<file path="src/rtl/uart_rx_core_pkg.sv">
// ----------------------------------------------------------------------------
// uart_rx_core_pkg
// Shared definitions for the UART receive front end:
//   - rx_state_e     : receiver FSM states
//   - PRESCALE_*     : legal oversampling ratios and the fallback ratio
//   - CMD_*          : command bytes understood by the system controller
//   - legal_prescale : maps any PRESCALE input onto a supported ratio
// ----------------------------------------------------------------------------
package uart_rx_core_pkg;

    typedef enum logic [2:0] {
        IDLE,
        START,
        DATA,
        PARITY,
        STOP,
        CHECK
    } rx_state_e;

    localparam int unsigned PRESCALE_8       = 8;
    localparam int unsigned PRESCALE_16      = 16;
    localparam int unsigned PRESCALE_32      = 32;
    localparam int unsigned PRESCALE_DEFAULT = PRESCALE_8;

    localparam logic [7:0] CMD_AA = 8'hAA;
    localparam logic [7:0] CMD_BB = 8'hBB;
    localparam logic [7:0] CMD_CC = 8'hCC;
    localparam logic [7:0] CMD_DD = 8'hDD;

    // Unsupported ratios fall back to the default so a frame is still timed sanely.
    function automatic int unsigned legal_prescale(input int unsigned p);
        if (p == PRESCALE_8 || p == PRESCALE_16 || p == PRESCALE_32) begin
            return p;
        end
        return PRESCALE_DEFAULT;
    endfunction

endpackage

</file>
<file path="src/rtl/uart_rx_sampler.sv">
// ----------------------------------------------------------------------------
// uart_rx_sampler
// Per-bit oversampling timebase for the UART receiver. Counts edge_cnt over
// 0..prescale-1, captures the line at prescale/2-1, prescale/2, prescale/2+1
// and presents the 2-of-3 majority.
// Ports:
//   CLK, RST     clock, asynchronous active-low reset
//   enable       count while the receiver is inside a frame; held at 0 otherwise
//   rx           serial line (already synchronised if required)
//   prescale     latched oversampling ratio for the current frame
//   edge_cnt     current position inside the bit
//   sampled_bit  majority vote of the three captures
//   sample_done  one-cycle pulse: sampled_bit is valid (edge_cnt = prescale/2+2)
//   bit_done     one-cycle pulse: last cycle of the bit (edge_cnt = prescale-1)
// ----------------------------------------------------------------------------
module uart_rx_sampler #(
    parameter int unsigned PRESCALE_W = 6
) (
    input  logic                  CLK,
    input  logic                  RST,
    input  logic                  enable,
    input  logic                  rx,
    input  logic [PRESCALE_W-1:0] prescale,
    output logic [PRESCALE_W-1:0] edge_cnt,
    output logic                  sampled_bit,
    output logic                  sample_done,
    output logic                  bit_done
);

    logic [PRESCALE_W-1:0] edge_cnt_q;
    logic [PRESCALE_W-1:0] half;
    logic [PRESCALE_W-1:0] last;
    logic [2:0]            samples_q;

    assign half = prescale >> 1;
    assign last = prescale - PRESCALE_W'(1);

    always_ff @(posedge CLK or negedge RST) begin
        if (!RST) begin
            edge_cnt_q <= '0;
            samples_q  <= '0;
        end else if (!enable) begin
            edge_cnt_q <= '0;
        end else begin
            edge_cnt_q <= (edge_cnt_q == last) ? '0 : edge_cnt_q + PRESCALE_W'(1);
            if (edge_cnt_q == half - PRESCALE_W'(1)) samples_q[0] <= rx;
            if (edge_cnt_q == half)                  samples_q[1] <= rx;
            if (edge_cnt_q == half + PRESCALE_W'(1)) samples_q[2] <= rx;
        end
    end

    assign edge_cnt    = edge_cnt_q;
    assign sampled_bit = (samples_q[0] & samples_q[1]) |
                         (samples_q[0] & samples_q[2]) |
                         (samples_q[1] & samples_q[2]);
    assign sample_done = enable && (edge_cnt_q == half + PRESCALE_W'(2));
    assign bit_done    = enable && (edge_cnt_q == last);

endmodule

</file>
<file path="src/rtl/uart_rx_core.sv">
// ----------------------------------------------------------------------------
// uart_rx_core
// UART receive front end: deserialises the oversampled RX_IN line into bytes
// (LSB first), checks start glitch, optional parity and stop bit, and hands
// each good byte to the system controller.
// Ports:
//   CLK       oversampling clock, PRESCALE cycles per bit
//   RST       asynchronous active-low reset
//   RX_IN     serial line, idle high
//   PRESCALE  oversampling ratio (8/16/32; anything else runs as 8)
//   PAR_EN    frame carries a parity bit
//   PAR_TYP   0 = even parity, 1 = odd parity
//   P_DATA    last good byte, held until the next good frame
//   DATA_VLD  one-cycle strobe, P_DATA updated
//   PAR_ERR   one-cycle strobe, parity mismatch
//   STP_ERR   one-cycle strobe, stop bit sampled low
// Build option:
//   UART_RX_SYNC_EN  defined: RX_IN passes a two-flop synchroniser (reset to 1),
//                    adding 2 cycles to every latency. Undefined: RX_IN must
//                    already be synchronous to CLK.
// ----------------------------------------------------------------------------
module uart_rx_core
    import uart_rx_core_pkg::*;
#(
    parameter int unsigned DATA_WIDTH = 8,
    parameter int unsigned PRESCALE_W = 6
) (
    input  logic                  CLK,
    input  logic                  RST,
    input  logic                  RX_IN,
    input  logic [PRESCALE_W-1:0] PRESCALE,
    input  logic                  PAR_EN,
    input  logic                  PAR_TYP,
    output logic [DATA_WIDTH-1:0] P_DATA,
    output logic                  DATA_VLD,
    output logic                  PAR_ERR,
    output logic                  STP_ERR
);

    localparam int unsigned CNT_W = (DATA_WIDTH > 1) ? $clog2(DATA_WIDTH) : 1;

    logic rx;

`ifdef UART_RX_SYNC_EN
    logic [1:0] rx_sync_q;

    always_ff @(posedge CLK or negedge RST) begin
        if (!RST) begin
            rx_sync_q <= 2'b11;
        end else begin
            rx_sync_q <= {rx_sync_q[0], RX_IN};
        end
    end

    assign rx = rx_sync_q[1];
`else
    assign rx = RX_IN;
`endif

    rx_state_e             state_q;
    logic [PRESCALE_W-1:0] prescale_q;
    logic [PRESCALE_W-1:0] prescale_sel;
    logic                  par_en_q;
    logic                  par_typ_q;
    logic [CNT_W-1:0]      bit_cnt_q;
    logic [DATA_WIDTH-1:0] shift_q;
    logic                  par_bad_q;
    logic                  stop_bad_q;
    logic [DATA_WIDTH-1:0] p_data_q;
    logic                  data_vld_q;
    logic                  par_err_q;
    logic                  stp_err_q;

    logic [PRESCALE_W-1:0] edge_cnt;
    logic                  sampled_bit;
    logic                  sample_done;
    logic                  bit_done;
    logic                  frame_start;
    logic                  stop_last;
    logic                  exp_parity;

    assign prescale_sel = PRESCALE_W'(legal_prescale(32'(PRESCALE)));
    assign frame_start  = (state_q == IDLE || state_q == CHECK) && !rx;
    // CHECK occupies the final oversample of the stop bit, so a frame spans
    // exactly (bits * P) cycles and back-to-back frames do not drift.
    assign stop_last    = (edge_cnt == prescale_q - PRESCALE_W'(2));
    assign exp_parity   = par_typ_q ? ~(^shift_q) : (^shift_q);

    uart_rx_sampler #(
        .PRESCALE_W (PRESCALE_W)
    ) u_sampler (
        .CLK         (CLK),
        .RST         (RST),
        .enable      (state_q != IDLE),
        .rx          (rx),
        .prescale    (prescale_q),
        .edge_cnt    (edge_cnt),
        .sampled_bit (sampled_bit),
        .sample_done (sample_done),
        .bit_done    (bit_done)
    );

    always_ff @(posedge CLK or negedge RST) begin
        if (!RST) begin
            state_q    <= IDLE;
            prescale_q <= PRESCALE_W'(PRESCALE_DEFAULT);
            par_en_q   <= 1'b0;
            par_typ_q  <= 1'b0;
            bit_cnt_q  <= '0;
            shift_q    <= '0;
            par_bad_q  <= 1'b0;
            stop_bad_q <= 1'b0;
            p_data_q   <= '0;
            data_vld_q <= 1'b0;
            par_err_q  <= 1'b0;
            stp_err_q  <= 1'b0;
        end else begin
            data_vld_q <= 1'b0;
            par_err_q  <= 1'b0;
            stp_err_q  <= 1'b0;

            case (state_q)
                IDLE: begin
                    if (!rx) state_q <= START;
                end
                START: begin
                    if (sample_done && sampled_bit) begin
                        state_q <= IDLE;  // start bit did not hold: glitch
                    end else if (bit_done) begin
                        state_q <= DATA;
                    end
                end
                DATA: begin
                    if (sample_done) begin
                        shift_q <= {sampled_bit, shift_q[DATA_WIDTH-1:1]};
                    end
                    if (bit_done) begin
                        if (bit_cnt_q == CNT_W'(DATA_WIDTH - 1)) begin
                            bit_cnt_q <= '0;
                            state_q   <= par_en_q ? PARITY : STOP;
                        end else begin
                            bit_cnt_q <= bit_cnt_q + CNT_W'(1);
                        end
                    end
                end
                PARITY: begin
                    if (sample_done) par_bad_q <= (sampled_bit != exp_parity);
                    if (bit_done) state_q <= STOP;
                end
                STOP: begin
                    if (stop_last) begin
                        stop_bad_q <= ~sampled_bit;
                        state_q    <= CHECK;
                    end
                end
                CHECK: begin
                    stp_err_q <= stop_bad_q;
                    par_err_q <= par_bad_q;
                    if (!stop_bad_q && !par_bad_q) begin
                        p_data_q   <= shift_q;
                        data_vld_q <= 1'b1;
                    end
                    state_q <= rx ? IDLE : START;
                end
                default: state_q <= IDLE;
            endcase

            if (frame_start) begin
                prescale_q <= prescale_sel;
                par_en_q   <= PAR_EN;
                par_typ_q  <= PAR_TYP;
                bit_cnt_q  <= '0;
                par_bad_q  <= 1'b0;
            end
        end
    end

    assign P_DATA   = p_data_q;
    assign DATA_VLD = data_vld_q;
    assign PAR_ERR  = par_err_q;
    assign STP_ERR  = stp_err_q;

endmodule

</file>
<file path="config.mk">
export PLATFORM = sky130hd
export DESIGN_NAME = uart_rx_core
export DESIGN_NICKNAME = d
export VERILOG_FILES = /design/src/rtl/uart_rx_core_pkg.sv /design/src/rtl/uart_rx_sampler.sv /design/src/rtl/uart_rx_core.sv
export SDC_FILE = /design/constraint.sdc
export NUM_CORES = 1
export LEC_CHECK = 0
export CAP_MARGIN = 40
export CORE_UTILIZATION = 53
export DETAILED_ROUTE_END_ITERATION = 16
export PLACE_DENSITY = 0.74
export SKIP_LAST_GASP = 1
export SLEW_MARGIN = 25
export SYNTH_ARGS = -nofsm -noshare
export SYNTH_HDL_FRONTEND = slang
export SYNTH_SLANG_ARGS = --single-unit
</file>
<file path="constraint.sdc">
create_clock -name CLK -period 3.23 [get_ports CLK]
set_input_delay 0.969 -clock CLK [delete_from_list [all_inputs] [get_ports CLK]]
set_output_delay 0.969 -clock CLK [all_outputs]
set_load 0.02 [all_outputs]
</file>
==> impl_results.md <==
* Status: complete, no violations
* Layout fillers at 395
* Crit path required time at 3.41 ns
* Ant. Diodes at 0
* Sw Ratio at 21.60%
* Layout area overhead at 12.81%
* Period minus WS final at 2.660 ns
* CP Class: reg2reg
* Final Cell Area at 2997 um2
* Post-Syn Area per Cell at 9.912 um2
* Number of flops mapped to enable cells by yosys at 0
* P_leak at 1.412 nW
* Data arrival, critical path at 2.84 ns
* Post-CTS Setup Bufs at 0
* Final hold vios at 0
* Die Y at 72.80 um
* Worst setup margin at 0.5698 ns
* Clock slew at reported path FFs at 0.08 ns
* # setup viols final at 0
* Mapped Area at 2656 um2
* Pre-CTS WS at 0.6033 ns
* Met1 Wirelength at 2436 um
* CP Capture Type: flop
* Hpwl dp at 3851 um
* Post-synthesis mux area share at 9.939%
* Initial DRC count at 128
* Worst-path fanout max at 6
* Worst Clk Skew at 0.007356 ns
* Clock power frac at 35.9%
* Post-Synth XOR/XNOR Area at 12.20%
* Inserted Clock Buffers at 5
* Grt total ovfl at 0
* Vias per cell at 5.436
* Synth unique cells at 54
* Yosys Warn Count at 0
* Slew headroom at 66.65%
* Die area at 5299 um2
* Antenna violations before repair at 0
* Nets@finish at 306
* Starting density of the core at 55.50%
* DRC at 0
* Syn nets at 289
* Clock root buffer: clkbuf_8
* Min Hold Slack at 0.4941 ns
* DR WL met3 at 217 um
* Top Ports at 22
* Mapped Cells at 268
* WL final at 4983 um
* Maximum vdd drop at 307.4 uV
* H-tree depth at 2
* Core ar. at 4786 um2
* Largest net degree at the start of global routing at 30
* Antenna-violating nets left at 0
* Crit share post-route at 82.36%
* Combinational share of power at 3.8%
* Buffers on Ports at 21
* Worst slew pin tran at 0.5002 ns
* Top Layer Used: met4
* Std cell rows at 25
* CTS tree: built
* Async SR Flop Fraction at 100.0%
* Post-CTS sizing at 0
* Dpl cell area at 2912 um2
* Area fraction in compound gates after synthesis at 9.703%
* Vias in the first global route at 1806
* Clk sinks at 44
* Switching power at 0.1987 mW
* Ys flop type: dfrtp_1
* Clk Latency, worst-skew pair at 0.30 ns
* Hold Crit Class: reg2reg
* Max Fclk at 375.9 MHz
* Via count at 1919
* Startpoint Class: flop
* First-pass DRT Iterations at 7
* Synth Register Bits at 44
* DIE WIDTH at 72.80 um
* Post-synthesis simple-gate area fraction at 17.24%
* Gr usage total at 21.35%
* CTS Hold Bufs at 0
* Post-synthesis adder-cell area fraction at 5.087%
* Fin. max-slew vios at 0
* RSZ-0062 raised after global routing: false
* Max-cap viol count at 0
* Main combinational cell family by area after synthesis: simple AND/OR/NAND/NOR gates
* First-pass GRT wire length at 8342 um
* Met2 WL at 2266 um
* Clock buffer depth at 2
* PwrDens at 307.0 nW/um2
* Reg power frac at 60.3%
* Sequential share of the synthesized area at 41.50%
* WL per Instance at 14.12 um
* Cell internal pwr at 0.7214 mW
* Share of post-route cells with drive strength above 1 at 8.042%
* Final TNS setup at 0 ns
* Final GP Congestion at 0.8264
layout by cell type (no fill, tap or decap), types with 3 or more instances in the layout:
cell / n
o21ai_1: 5
clkbuf_8: 5
nand4_1: 6
xnor2_1: 22
nand3_1: 5
clkdlybuf4s50_1: 20
dfrtp_1: 43
nand2_1: 22
a211oi_1: 4
and2_1: 3
and3_1: 4
mux2_1: 15
nor3_1: 4
inv_1: 11
mux2i_1: 5
mux2_2: 4
a21oi_1: 6
xor2_1: 15
nor2b_1: 5
o21ai_0: 7
ha_1: 10
nor2_1: 23
layout make-up:
cell class	count	area [um2]	share of cell area, %
Clock inverter	2	12.51	0.4175
Clock buffer	6	72.57	2.422
Timing Repair Buffer	24	237.7	7.933
Tap cell	67	83.83	2.797
Inverter	13	48.80	1.628
Multi-Input combinational cell	197	1439	48.02
Sequential cell	44	1102	36.79
flip-flops by register name, indices dropped and copies added, names as in the netlist, 3 cells and up:
name / flops
u_sampler.edge_cnt: 6
bit_cnt_q: 3
state_q: 3
u_sampler.samples_q: 3
P_DATA: 8
prescale_q: 6
shift_q: 8
power by group through the flow:
stage / sequential [mW] / combinational, mW / clock, mW
CTS: 0.555 / 0.0360 / 0.342
detailed placement: 0.566 / 0.0359 / 0
global route: 0.555 / 0.0398 / 0.363
global placement: 0.566 / 0.0327 / 0
floorplan: 0.565 / 0.00770 / 0
finish: 0.555 / 0.0351 / 0.330
cells in the mapped netlist, types with 5 or more instances:
library cell	instances	area share [%]
dfrtp_1	43	41
nor2_1	23	3.3
nand2_1	22	3.1
xnor2_1	22	7.3
mux2_1	15	6.4
xor2_1	15	4.9
inv_1	11	1.6
ha_1	10	4.7
buf_2	7	1.3
o21ai_0	7	1.3
a21oi_1	6	1.1
nand4_1	6	1.4
mux2i_1	5	1.9
nand3_1	5	0.94
nor2b_1	5	1.2
o21ai_1	5	0.94
cell families after synthesis:
logic type / Yosys count
AND/OR/NAND/NOR: 86
flip-flops: 44
AO/OA/AOI/OAI: 39
XOR/XNOR: 37
buffers and inverters: 27
multiplexers: 24
adder cells (fa/ha/maj): 11
final timing paths:
path	cells past startpoint	to	start	slack (ns)
max reg2reg	8	bit_cnt_q[2]	prescale_q[1]	0.57
max	8	bit_cnt_q[2]	prescale_q[1]	0.57
min reg2reg	1	u_sampler.samples_q[0]	u_sampler.samples_q[0]	0.49
min in group asynchronous	1	par_en_q	RST	0.58
max in group asynchronous	2	u_sampler.samples_q[0]	RST	2.16
min	1	u_sampler.samples_q[0]	u_sampler.samples_q[0]	0.49
critical path: stages, from the launching register on:
cell,delay (ns)
dfrtp_1,0.46
inv_1,0.21
ha_1,0.29
nor3b_2,0.27
nand2_1,0.10
xnor2_1,0.26
nand3_2,0.17
or4b_1,0.62
mux2i_1,0.17
stage by stage:
step	utilization, %	total power, mW	std cells
6_report	62.61	0.9201	353
4_1_cts	62.61	0.9333	353
3_5_place_dp	60.84	0.6018	345
3_3_place_gp	60.31	0.5985	343
2_1_floorplan	-	0.5732	268
5_1_grt	62.61	0.9582	353
per-layer routing:
metal | GRT usage, % | vias up
met3 | 5.525 | 7
met2 | 32.50 | 36
met4 | 6.972 | 0
li1 | - | 955
met5 | 0 | -
met1 | 29.80 | 921
No activity file was read; power rests on OpenSTA's default activity.
==> RTL edit 1 (same flow settings) <==
The option `UART_RX_SYNC_EN` is turned on by a define.
--- a/src/rtl/uart_rx_core.sv
+++ b/src/rtl/uart_rx_core.sv
@@ -21,2 +21,4 @@
 // ----------------------------------------------------------------------------
+`define UART_RX_SYNC_EN
+
 module uart_rx_core
Formal check against the unedited RTL: no difference found for any inputs over 10 cycles, from zero or initial values and one cycle with RST low; that may be too few to reach the edited logic, so the function may still have changed.
==> RTL edit 1 against the original RTL <==
- non-clock buffer count decreased by 1
- area after synthesis increased by 1.9%
- sequential cell count increased by 2
- worst hold slack got worse by 140 ps
- setup slack improved by 130 ps
- core utilization increased by 0.087 points
- routed wire length decreased by 1.1%
- fmax increased by 5.3%
- sequential share of layout area increased by 1.5 points
- design area increased by 0.79%
- count of clock-buffer cells in the layout unchanged
- highest routed layer unchanged
Power is not compared: it rests on default switching activity, and its combinational part moved more than twofold at a synthesized area within 25%.
==> RTL edit 1: results (changes against the original RTL) <==
- Routed vias/inst: 5.45 (+0.27%)
- Detail Placement HPWL: 3.62 mm (-5.9%)
- Placed cell count: 340 (-1.4%)
- Placement Setup Slack: 749 ps (+146 ps)
- Final WL: 4.93 mm (-1.1%)
- Global-route wire length before repair: 8.25 mm (-1.1%)
- Status: finished, final reports clean
- Seq/Total Area, Yosys: 0.427 (+0.0115)
- CP delay by family, top: flip-flops
- Area after DPL: 2910 um2 (about the same)
- Number of nets in the layout: 301 (-1.6%)
- Relative slew slack: 0.619 (-0.0477)
- GR met3 Demand/Resource: 0.0370 (-0.0182)
- Cell variety after synth: 48 (-11%)
- Final clock skew: 10.7 ps (+3.32 ps)
- DR iter-0 viols: 239 (+87%)
- Max stage delay on crit path: 660 ps (+40 ps)
- Met2 usage: 0.300 (-0.0253)
- Vias in the first global route: 1757 (-2.7%)
- Layout cells sized above 1: 0.0996 (+0.0192)
- Largest net degree at the start of global routing: 25 (-17%)
- Routability cong.: 0.870 (+5.2%)
- Synth area leaders: dfrtp_1 (40%), xnor2_1 (7.8%), ha_1 (4.6%), mux2_1 (4.6%), xor2_1 (4.5%)
- Initial antenna violation count: 0 (unchanged)
- Synth top cells by count: dfrtp_1 (43), nor2_1 (31), xnor2_1 (24), nand2_1 (17), xor2_1 (14)
- Largest fanout on the critical path: 10 (+4)
- Synth Area per Inst: 10.1 um2 (+1.9%)
- First-pass detailed-route iteration total: 4 (-3)
- Critical Path AT: 2710 ps (-130 ps)
==> RTL edit 1: changes by cell type in the layout (fill, tap and decap cells not counted), moves of 3 or more <==
cell	change
mux2_2	-4
nor2_1	+8
nor2b_1	-5
nand2_1	-5
mux2_4	+8
a211oi_1	-3
and2_1	-3
mux2_1	-4
nand2b_1	+3
==> RTL edit 1: final cells by class <==
cell class              instances  area [um2]
flip-flops and latches         46        1150
inverters                      14        52.6
repair buffers                 23         220
multi-input cells             190        1400
well taps                      67        83.8
clock buffers                   6        72.6
clock inverters                 2        37.5
fillers                       389        1800
==> RTL edit 1: cell families (layout without fill, tap and decap cells) <==
kind of cell / count (synthesis) / after routing / share of synthesized area
AO/OA/AOI/OAI: 37 / 37 / 0.0943
XOR/XNOR: 39 / 39 / 0.129
adder cells (fa/ha/maj): 11 / 11 / 0.0499
buffers and inverters: 32 / 45 / 0.0568
flip-flops: 46 / 46 / 0.427
multiplexers: 22 / 22 / 0.101
AND/OR/NAND/NOR: 81 / 81 / 0.142
==> RTL edit 1: layer usage <==
layer | part of all wire | vias to the layer above
met4 | 0.0063 | 0
li1 | - | 932
met2 | 0.45 | 55
met5 | 0 | -
met3 | 0.048 | 4
met1 | 0.49 | 906
==> RTL edit 1: worst paths after layout <==
kind                                    start             to  cells after the start  slack [ps]
worst max-delay path            prescale_q[3]     shift_q[7]                      6         700
worst min-delay path             rx_sync_q[0]   rx_sync_q[1]                      0         360
worst max register to register  prescale_q[3]     shift_q[7]                      6         700
worst min register to register   rx_sync_q[0]   rx_sync_q[1]                      0         360
max in group asynchronous                 RST   rx_sync_q[0]                      2        1930
min in group asynchronous                 RST  prescale_q[1]                      1         640
==> RTL edit 1: power breakdown <==
group | internal (mW) | switching, mW
sequential | 0.676 | 0.168
clock | 0.231 | 0.197
combinational | 0.299 | 0.334
==> RTL edit 2 (same flow settings) <==
Made on the original files. Re-encode `rx_state_e` (6 states) as one-hot, 6 bits wide.
--- a/src/rtl/uart_rx_core_pkg.sv
+++ b/src/rtl/uart_rx_core_pkg.sv
@@ -10,9 +10,9 @@
 
-    typedef enum logic [2:0] {
-        IDLE,
-        START,
-        DATA,
-        PARITY,
-        STOP,
-        CHECK
+    typedef enum logic [5:0] {
+        IDLE   = 6'b000001,
+        START  = 6'b000010,
+        DATA   = 6'b000100,
+        PARITY = 6'b001000,
+        STOP   = 6'b010000,
+        CHECK  = 6'b100000
     } rx_state_e;
Function: same outputs for any inputs over 10 cycles, from zero or initial values and one cycle with RST low; not proved beyond that.
==> RTL edit 2 against the original RTL <==
- via count is 5.4% higher
- largest cell class unchanged
- setup slack better by 68 ps
- design area up 3.9%
- routed wire length increased by 8.5%
- area after synthesis grew 4.1%
- critical path type unchanged
- sequential share of layout area grew 1.1 points
- sequential cell count grew 3
- highest routed layer unchanged
- fmax is 2.6% higher
Power is not compared: it rests on default switching activity, and its combinational part moved more than twofold at a synthesized area within 25%.
==> RTL edit 2: results (changes against the original RTL) <==
- Layout cells sized above 1: 0.107 (+0.0262)
- Hold_ws: 468 ps (-26.4 ps)
- RR Startpoint: prescale_q[3]
- Final clock skew: 9.87 ps (+2.51 ps)
- XOR/XNOR share of the synthesized area: 0.120 (-0.00214)
- Final WL: 5.41 mm (+8.5%)
- Cell count after synthesis: 279 (+4.1%)
- Cell variety after synth: 52 (-3.7%)
- DR iter-0 viols: 167 (+30%)
- Worst hold path type: input port to asynchronous set/reset pin
- Routed vias/inst: 5.51 (+1.4%)
- Filler cells: 440 (+11%)
- Vias in the first global route: 1960 (+8.5%)
- Critical Path AT: 2790 ps (-50 ps)
- Routability cong.: 0.987 (+19%)
- Status: finished, final reports clean
- Reg2reg end: u_sampler.samples_q[0]
- Synth top cells by count: dfrtp_1 (45), nand2_1 (31), nor2_1 (28), xnor2_1 (20), xor2_1 (16)
- Mux cell area share after synthesis: 0.0755 (-0.0239)
- Placement Setup Slack: 671 ps (+67.4 ps)
- Global-route wire length before repair: 9.32 mm (+12%)
- Syn nets: 300 (+3.8%)
- CP max-delay cell: dfstp_2
- Largest fanout on the critical path: 11 (+5)
- Largest net degree at the start of global routing: 24 (-20%)
- Placed cell count: 359 (+4.1%)
- Compound-gate portion of the synthesized area: 0.0909 (-0.00612)
- Detail Placement HPWL: 4.08 mm (+5.9%)
- GRT Util Overall: 0.227 (+0.0133)
- Area after DPL: 3010 um2 (+3.5%)
- First-pass detailed-route iteration total: 4 (-3)
- Relative slew slack: 0.622 (-0.0449)
- Adder-Cell Fraction of Synth Area: 0.0488 (-0.00202)
==> RTL edit 2: cell count changes after synthesis, moves of 4 or more <==
cell	delta
buf_4	+4
clkbuf_1	-4
mux2_1	-7
nand2_1	+9
nand3_1	+6
nand3b_1	+6
nand4_1	-4
nor2_1	+5
nor2b_1	-4
==> RTL edit 2: power breakdown <==
| part | internal [mW] | switching (mW) | total (mW) |
|---|---|---|---|
| clock | 0.175 | 0.206 | 0.381 |
| sequential | 0.680 | 0.135 | 0.815 |
| combinational | 0.333 | 0.407 | 0.740 |
| total | 1.19 | 0.747 | 1.94 |
==> RTL edit 2: worst max path at each step <==
stage,startpoint,end,slack [ps],cells past startpoint
detailed placement,prescale_q[3],u_sampler.samples_q[0],670,8
global placement,prescale_q[3],u_sampler.samples_q[0],710,8
finish,prescale_q[3],u_sampler.samples_q[0],640,8
CTS,prescale_q[3],u_sampler.samples_q[0],670,8
global route,prescale_q[3],u_sampler.samples_q[0],490,8
floorplan,prescale_q[3],state_q[2],850,9
==> RTL edit 2: cell type report <==
cell class | instances | area, um2 | share of cell area
clock inverter | 2 | 16.3 | 0.00523
timing repair buffer | 25 | 235 | 0.0756
inverter | 11 | 41.3 | 0.0133
multi-input combinational | 209 | 1480 | 0.474
sequential | 47 | 1180 | 0.379
clock buffer | 6 | 82.6 | 0.0265
tap | 67 | 83.8 | 0.0269
==> RTL edit 2: layer usage <==
metal / track usage / wire, um
met1: 0.335 / 2570
met2: 0.340 / 2420
met3: 0.0420 / 353
met4: 0.0692 / 66
met5: 0 / 0
==> RTL edit 2: critical path: cells and delay by family (launching register included) <==
kind,cells,cell delay [ps]
AOI/OAI and AO/OA,4,1020
adders and majority gates,1,220
buffers and inverters,1,130
DFF,1,660
muxes,1,310
and+or+nand+nor,1,140
